## src/rtl/tcpc_tx_protocol.sv

```systemverilog
// TCPC transmit protocol layer: builds the PD message header on a TRANSMIT
// write, drives the PHY transmitter, waits for a matching GoodCRC with
// CRCReceiveTimer-based retries, and raises sticky success/fail/discard alerts.
`timescale 1ns / 1ps

module tcpc_tx_protocol #(
  parameter int unsigned CRC_TIMER_CYCLES = 900,
  parameter int unsigned TIMER_W          = 10
) (
  input  logic        clk,
  input  logic        reset,
  input  logic        transmit_write,
  input  logic [7:0]  TRANSMIT,
  input  logic [7:0]  TX_BUF_HEADER_BYTE_0,
  input  logic [7:0]  TX_BUF_HEADER_BYTE_1,
  input  logic [7:0]  MESSAGE_HEADER_INFO,
  input  logic        rx_sop_detect,
  input  logic        phy_tx_done,
  input  logic        phy_rx_goodcrc,
  input  logic [2:0]  goodcrc_msg_id,
  input  logic [2:0]  alert_clear,
  output logic        phy_tx_start,
  output logic [2:0]  phy_tx_sop,
  output logic [15:0] tx_header,
  output logic        tx_busy,
  output logic        TRANSMIT_SUCCESSFUL,
  output logic        TRANSMIT_FAILED,
  output logic        TRANSMIT_DISCARDED
);

  typedef enum logic [2:0] {
    StIdle,
    StConstruct,
    StSend,
    StWaitDone,
    StWaitGoodcrc,
    StReport
  } state_e;

  // Report codes share the bit order of alert_clear: {discarded, failed, successful}.
  localparam logic [2:0] RptSuccess = 3'b001;
  localparam logic [2:0] RptFailed  = 3'b010;
  localparam logic [2:0] RptDiscard = 3'b100;

  localparam logic [TIMER_W-1:0] TimerLast = TIMER_W'(CRC_TIMER_CYCLES - 1);

  state_e              state_q, state_d;
  logic [2:0]          sop_q;
  logic [1:0]          nretry_q;
  logic [1:0]          retry_q;
  logic [TIMER_W-1:0]  timer_q;
  logic [15:0]         header_q;
  logic [2:0]          rpt_q;
  logic [2:0]          alert_q;
  logic [2:0]          msg_id_q [3];

  logic [2:0]          cur_id;
  logic [15:0]         header_d;
  logic                is_reset_sop;
  logic                is_sop;
  logic                is_sop_prime;
  logic                discard;
  logic                goodcrc_match;
  logic                timeout;
  logic                retry_ok;
  logic [2:0]          alert_set;

  // Reserved register bits that this layer does not interpret.
  logic unused_bits;
  assign unused_bits = ^{TRANSMIT[7:6], TRANSMIT[3], TX_BUF_HEADER_BYTE_0[7:5],
                         TX_BUF_HEADER_BYTE_1[3:0], MESSAGE_HEADER_INFO[7:5]};

  // Decode of the latched request and of the GoodCRC/timer events.
  always_comb begin
    cur_id = 3'd0;
    case (sop_q)
      3'd0:    cur_id = msg_id_q[0];
      3'd1:    cur_id = msg_id_q[1];
      3'd2:    cur_id = msg_id_q[2];
      default: cur_id = 3'd0;  // debug/reset SOPs carry no MessageID counter
    endcase
    is_sop        = (sop_q == 3'd0);
    is_sop_prime  = (sop_q == 3'd1) || (sop_q == 3'd2);
    is_reset_sop  = (sop_q == 3'd5) || (sop_q == 3'd6);
    // Hard/cable reset is sent even if the line is busy with an incoming message.
    discard       = (sop_q == 3'd7) || (rx_sop_detect && !is_reset_sop);
    goodcrc_match = phy_rx_goodcrc && (goodcrc_msg_id == cur_id);
    timeout       = (timer_q == TimerLast);
    retry_ok      = (retry_q < nretry_q);
  end

  // Header assembly from the TX buffer bytes and MESSAGE_HEADER_INFO.
  always_comb begin
    header_d        = 16'h0000;
    header_d[4:0]   = TX_BUF_HEADER_BYTE_0[4:0];
    header_d[5]     = is_sop ? MESSAGE_HEADER_INFO[3] : 1'b0;
    header_d[7:6]   = MESSAGE_HEADER_INFO[2:1];
    header_d[8]     = is_sop       ? MESSAGE_HEADER_INFO[0] :
                      is_sop_prime ? MESSAGE_HEADER_INFO[4] : 1'b0;
    header_d[11:9]  = cur_id;
    header_d[15:12] = TX_BUF_HEADER_BYTE_1[7:4];
  end

  // FSM state register.
  always_ff @(posedge clk or negedge reset) begin
    if (!reset) begin
      state_q <= StIdle;
    end else begin
      state_q <= state_d;
    end
  end

  // FSM next-state logic.
  always_comb begin
    state_d = state_q;
    unique case (state_q)
      StIdle:        if (transmit_write) state_d = StConstruct;
      StConstruct:   state_d = discard ? StReport : StSend;
      StSend:        state_d = StWaitDone;
      StWaitDone: begin
        if (phy_tx_done) state_d = is_reset_sop ? StReport : StWaitGoodcrc;
      end
      StWaitGoodcrc: begin
        // A matching GoodCRC beats a simultaneous timer expiry.
        if (goodcrc_match) begin
          state_d = StReport;
        end else if (timeout) begin
          state_d = retry_ok ? StSend : StReport;
        end
      end
      StReport:      state_d = StIdle;
      default:       state_d = StIdle;
    endcase
  end

  // Request latch, header, timer, retry counter, MessageIDs and report code.
  always_ff @(posedge clk or negedge reset) begin
    if (!reset) begin
      sop_q       <= 3'd0;
      nretry_q    <= 2'd0;
      retry_q     <= 2'd0;
      timer_q     <= '0;
      header_q    <= 16'h0000;
      rpt_q       <= 3'd0;
      msg_id_q[0] <= 3'd0;
      msg_id_q[1] <= 3'd0;
      msg_id_q[2] <= 3'd0;
    end else begin
      case (state_q)
        StIdle: begin
          if (transmit_write) begin
            sop_q    <= TRANSMIT[2:0];
            nretry_q <= TRANSMIT[5:4];
          end
        end
        StConstruct: begin
          header_q <= header_d;
          if (discard) rpt_q <= RptDiscard;
        end
        StWaitDone: begin
          if (phy_tx_done) begin
            timer_q <= '0;
            if (is_reset_sop) begin
              rpt_q       <= RptSuccess;
              msg_id_q[0] <= 3'd0;
              msg_id_q[1] <= 3'd0;
              msg_id_q[2] <= 3'd0;
            end
          end
        end
        StWaitGoodcrc: begin
          timer_q <= timer_q + 1'b1;
          if (goodcrc_match) begin
            rpt_q <= RptSuccess;
            case (sop_q)
              3'd0:    msg_id_q[0] <= msg_id_q[0] + 3'd1;
              3'd1:    msg_id_q[1] <= msg_id_q[1] + 3'd1;
              3'd2:    msg_id_q[2] <= msg_id_q[2] + 3'd1;
              default: ;
            endcase
          end else if (timeout) begin
            if (retry_ok) begin
              retry_q <= retry_q + 2'd1;
            end else begin
              rpt_q <= RptFailed;
            end
          end
        end
        StReport: retry_q <= 2'd0;
        default: ;
      endcase
    end
  end

  // Sticky alerts; a set wins over a clear in the same cycle.
  always_comb begin
    alert_set = (state_q == StReport) ? rpt_q : 3'd0;
  end

  // Alert register.
  always_ff @(posedge clk or negedge reset) begin
    if (!reset) begin
      alert_q <= 3'd0;
    end else begin
      alert_q <= alert_set | (alert_q & ~alert_clear);
    end
  end

  // FSM and datapath outputs.
  always_comb begin
    phy_tx_start        = (state_q == StSend);
    phy_tx_sop          = sop_q;
    tx_header           = header_q;
    tx_busy             = (state_q != StIdle);
    TRANSMIT_SUCCESSFUL = alert_q[0];
    TRANSMIT_FAILED     = alert_q[1];
    TRANSMIT_DISCARDED  = alert_q[2];
  end

endmodule

```

## config.mk

```make
export PLATFORM = sky130hd
export DESIGN_NAME = tcpc_tx_protocol
export DESIGN_NICKNAME = d
export VERILOG_FILES = /design/src/rtl/tcpc_tx_protocol.sv
export SDC_FILE = /design/constraint.sdc
export NUM_CORES = 1
export LEC_CHECK = 0
export CORE_MARGIN = 8
export CORE_UTILIZATION = 53
export DETAILED_ROUTE_END_ITERATION = 8
export PLACE_DENSITY = 0.85
export SLEW_MARGIN = 25
export SYNTH_ARGS = -nofsm -noshare
export SYNTH_HDL_FRONTEND = slang
export SYNTH_SLANG_ARGS = --single-unit
export TNS_END_PERCENT = 30
```

## constraint.sdc

```tcl
create_clock -name clk -period 3.6 [get_ports clk]
set_input_delay 0.72 -clock clk [delete_from_list [all_inputs] [get_ports clk]]
set_output_delay 0.72 -clock clk [all_outputs]
set_load 0.03 [all_outputs]
```

==> summary.md <==
| Metric | Value |
|---|---|
| Max frequency | 0.3641 GHz |
| Switching power | 1194 uW |
| Vias post-DR | 2395 |
| Synthesized area | 2698 um^2 |
| Worst setup SP type | register |
| Share of the synthesized area in the top cell type | 47.31% |
| Port bufs | 54 |
| Initial antenna violation count | 0 |
| Crit share post-route | 76.28% |
| Number of setup buffers added after CTS | 0 |
| Area grow syn2layout | 25.65% |
| ANT nets after route | 0 |
| Worst vdd ir | 0.5186 mV |
| Post-layout net count | 401 |
| N_diodes | 0 |
| Mean area per synthesized cell | 8.932 um^2 |
| Row count | 26 |
| Largest net degree at the start of global routing | 31 |
| Crit-path max FO | 16 |
| Detailed-router iteration count before antenna repair | 4 |
| Width of the die | 87.34 um |
| Die area | 7628 um^2 |
| Die span in y | 87.34 um |
| First-pass GRT wire length | 11.26 mm |
| Arrival time worst endpoint | 2.97 ns |
| GRT Resource Usage Total | 18.43% |
| Vias in the first global route | 2484 |
| Max_slew headroom | 55.08% |
| Drt drc | 0 |
| Layout Skew | 0.006851 ns |
| Hold crit path type | input port to async pin |
| Core area | 5010 um^2 |
| Placed Area | 3287 um^2 |
| PD cells | 815.6 nW/um^2 |
| Post-Route WL | 6.459 mm |
| Via/cell ratio | 5.675 |
| Status | complete, no violations |
| Clk_lat worst skew | 0.30 ns |
| Library cells used by synthesis | 51 |
| Final core utilization | 67.66% |
| Routability-driven placement congestion ratio | 0.8660 |
| Endpoints failing setup | 0 |
| Tmin final | 2.746 ns |
| Sw Share | 43.17% |
| Max-Cap Viols | 0 |
| CTS root buf | clkbuf_8 |
| Internal power | 1571 uW |
| IO Pins | 68 |
| CTS sink count | 51 |
| Warnings from Yosys | 0 |
| Hold buffers post-CTS | 0 |
| CP Data Required Time | 3.82 ns |
| Async set or reset register ratio after synthesis | 100.0% |
| PostCTS Resize Cnt | 0 |
| EDFF count, synth | 0 |
| WL/cell | 15.31 um |
| CTS Buf Count | 5 |
| Commonest non-fill, non-tap cell in the layout | nand2_1 |
| Setup crit end kind | register |
| Crit path kind | register to register |
| Initial DRC Count | 125 |
| Starting Density | 53.85% |
| Top cell type by total area after synthesis | dfrtp_1 |
| Main synth FF type | dfrtp_1 |
| CTS clk-pin slew, worst paths | 0.09 ns |
| Setup TNS | 0 ns |
| Ratio of cells with drive above 1 in the final layout | 5.682% |
| Register area share after synthesis | 47.31% |
| DP HPWL | 4.816 mm |
| Logic gate share of total power | 48.1% |
| Seq cells post-synth | 51 |
| Static leakage | 0.001483 uW |
| CTS HTree Levels | 2 |
| TritonCTS clock tree | done |
| Max Slew Vio Count | 0 |
| Cells after Synth | 302 |
| Unrepaired setup endpoints after global routing | false |
| GRT overflow | 0 |
| Flop pwr share | 38.2% |
| Commonest cells after routing, fill and taps aside | nand2_1 (59), clkdlybuf4s50_1 (53), dfrtp_1 (51), o21ai_0 (28), nor2_1 (19) |
| Post-route cell area | 3390 um^2 |
| Worst-Margin Slew | 0.6738 ns |
| CTS max path bufs | 2 |
| Syn Nets | 351 |
| Clk network pwr share | 13.7% |
| Top cells by area, synth | dfrtp_1 (47%), nand2_1 (8.2%), o21ai_0 (5.2%) |
| Fin. Hold Viols | 0 |
-- layout make-up --
cell class	count	area (um^2)
Multi-Input combinational cell	221	1305
Sequential cell	51	1276
Clock inverter	1	30.03
Fill cell	411	1620
Timing Repair Buffer	57	558.0
Inverter	16	60.06
Tap cell	70	87.58
Clock buffer	6	72.57
-- per-stage QoR --
step	power [uW]	instances	hold WS, ns	setup slack, ns
CTS	2783	422	0.4705	0.8752
global placement	2332	415	0.4567	0.7336
floorplan	1921	302	0.4244	1.338
finish	2765	422	0.4486	0.8539
detailed placement	2396	415	0.4679	0.7210
global route	2977	422	0.4981	0.6590
-- critical path, stage by stage (launching register included) --
cell     delay [ns]
dfrtp_1        0.66
mux2_2         0.40
a32oi_1        0.26
xor2_1         0.24
nand4_2        0.38
or4_1          0.59
a21oi_1        0.15
-- kinds of logic (layout without fill, tap and decap cells) --
family	after synthesis	after routing	share of synthesized area, %
DFF	51	51	47.31
xor gates and xnor gates	2	2	0.6495
AOI/OAI and AO/OA	73	73	17.39
muxes	10	10	4.128
and+or+nand+nor	131	131	23.70
adders and majority gates	5	5	2.319
buffers and inverters	30	80	4.499
-- cells in the mapped netlist, types with 2 or more instances --
master / count
a21o_1: 3
a21oi_1: 14
a22o_1: 3
a22oi_1: 3
a31oi_1: 3
a32oi_1: 2
and2_1: 3
and3_1: 5
clkbuf_1: 12
dfrtp_1: 51
ha_1: 5
inv_1: 16
mux2_2: 5
mux2i_1: 4
nand2_1: 59
nand2b_1: 4
nand3_1: 10
nand4_1: 4
nor2_1: 19
nor2b_1: 3
nor3_1: 3
nor3b_1: 3
nor4_1: 2
nor4bb_1: 3
o21ai_0: 28
o221ai_1: 2
o22a_1: 2
o31ai_1: 2
or3_1: 5
or4_1: 2
xor2_1: 2
-- layer usage --
metal / up-vias / share of wire, % / GRT usage (%)
met4: 0 / 0.99 / 5.781
met3: 5 / 4.2 / 3.396
met2: 55 / 51 / 32.85
met1: 1164 / 43 / 21.60
li1: 1171 / - / -
met5: - / 0 / 0
-- power groups by stage --
stage                     combinational (uW)  sequential [uW]  clock [uW]
after floorplan                          769             1150           0
after global placement                  1290             1050           0
after detailed placement                1330             1060           0
after CTS                               1340             1050         391
after global routing                    1470             1100         409
final                                   1330             1060         380
-- sequential cells by signal, summed over array words and instances (netlist names) --
| name | flops |
|---|---|
| state_q | 3 |
| alert_q | 3 |
| retry_q | 2 |
| timer_q | 10 |
| phy_tx_sop | 3 |
| nretry_q | 2 |
| rpt_q | 3 |
| tx_header | 16 |
| msg_id_q | 9 |
-- path summary, 6_finish.rpt --
check / from / to / slack [ns] / cells after the start
setup / recovery: phy_tx_sop[1]$_DFFE_PN0P_ / msg_id_q[2]$_DFFE_PN0P_ / 0.85 / 6
hold / removal: reset / tx_header[8]$_DFFE_PN0N_ / 0.45 / 1
setup reg to reg: phy_tx_sop[1]$_DFFE_PN0P_ / msg_id_q[2]$_DFFE_PN0P_ / 0.85 / 6
hold reg to reg: tx_header[11]$_DFFE_PN0N_ / tx_header[11]$_DFFE_PN0N_ / 0.48 / 2
max in group asynchronous: reset / timer_q[4]$_DFFE_PN0P_ / 2.39 / 2
min in group clk: tx_header[11]$_DFFE_PN0N_ / tx_header[11]$_DFFE_PN0N_ / 0.48 / 2
No activity file was read; power rests on OpenSTA's default activity.
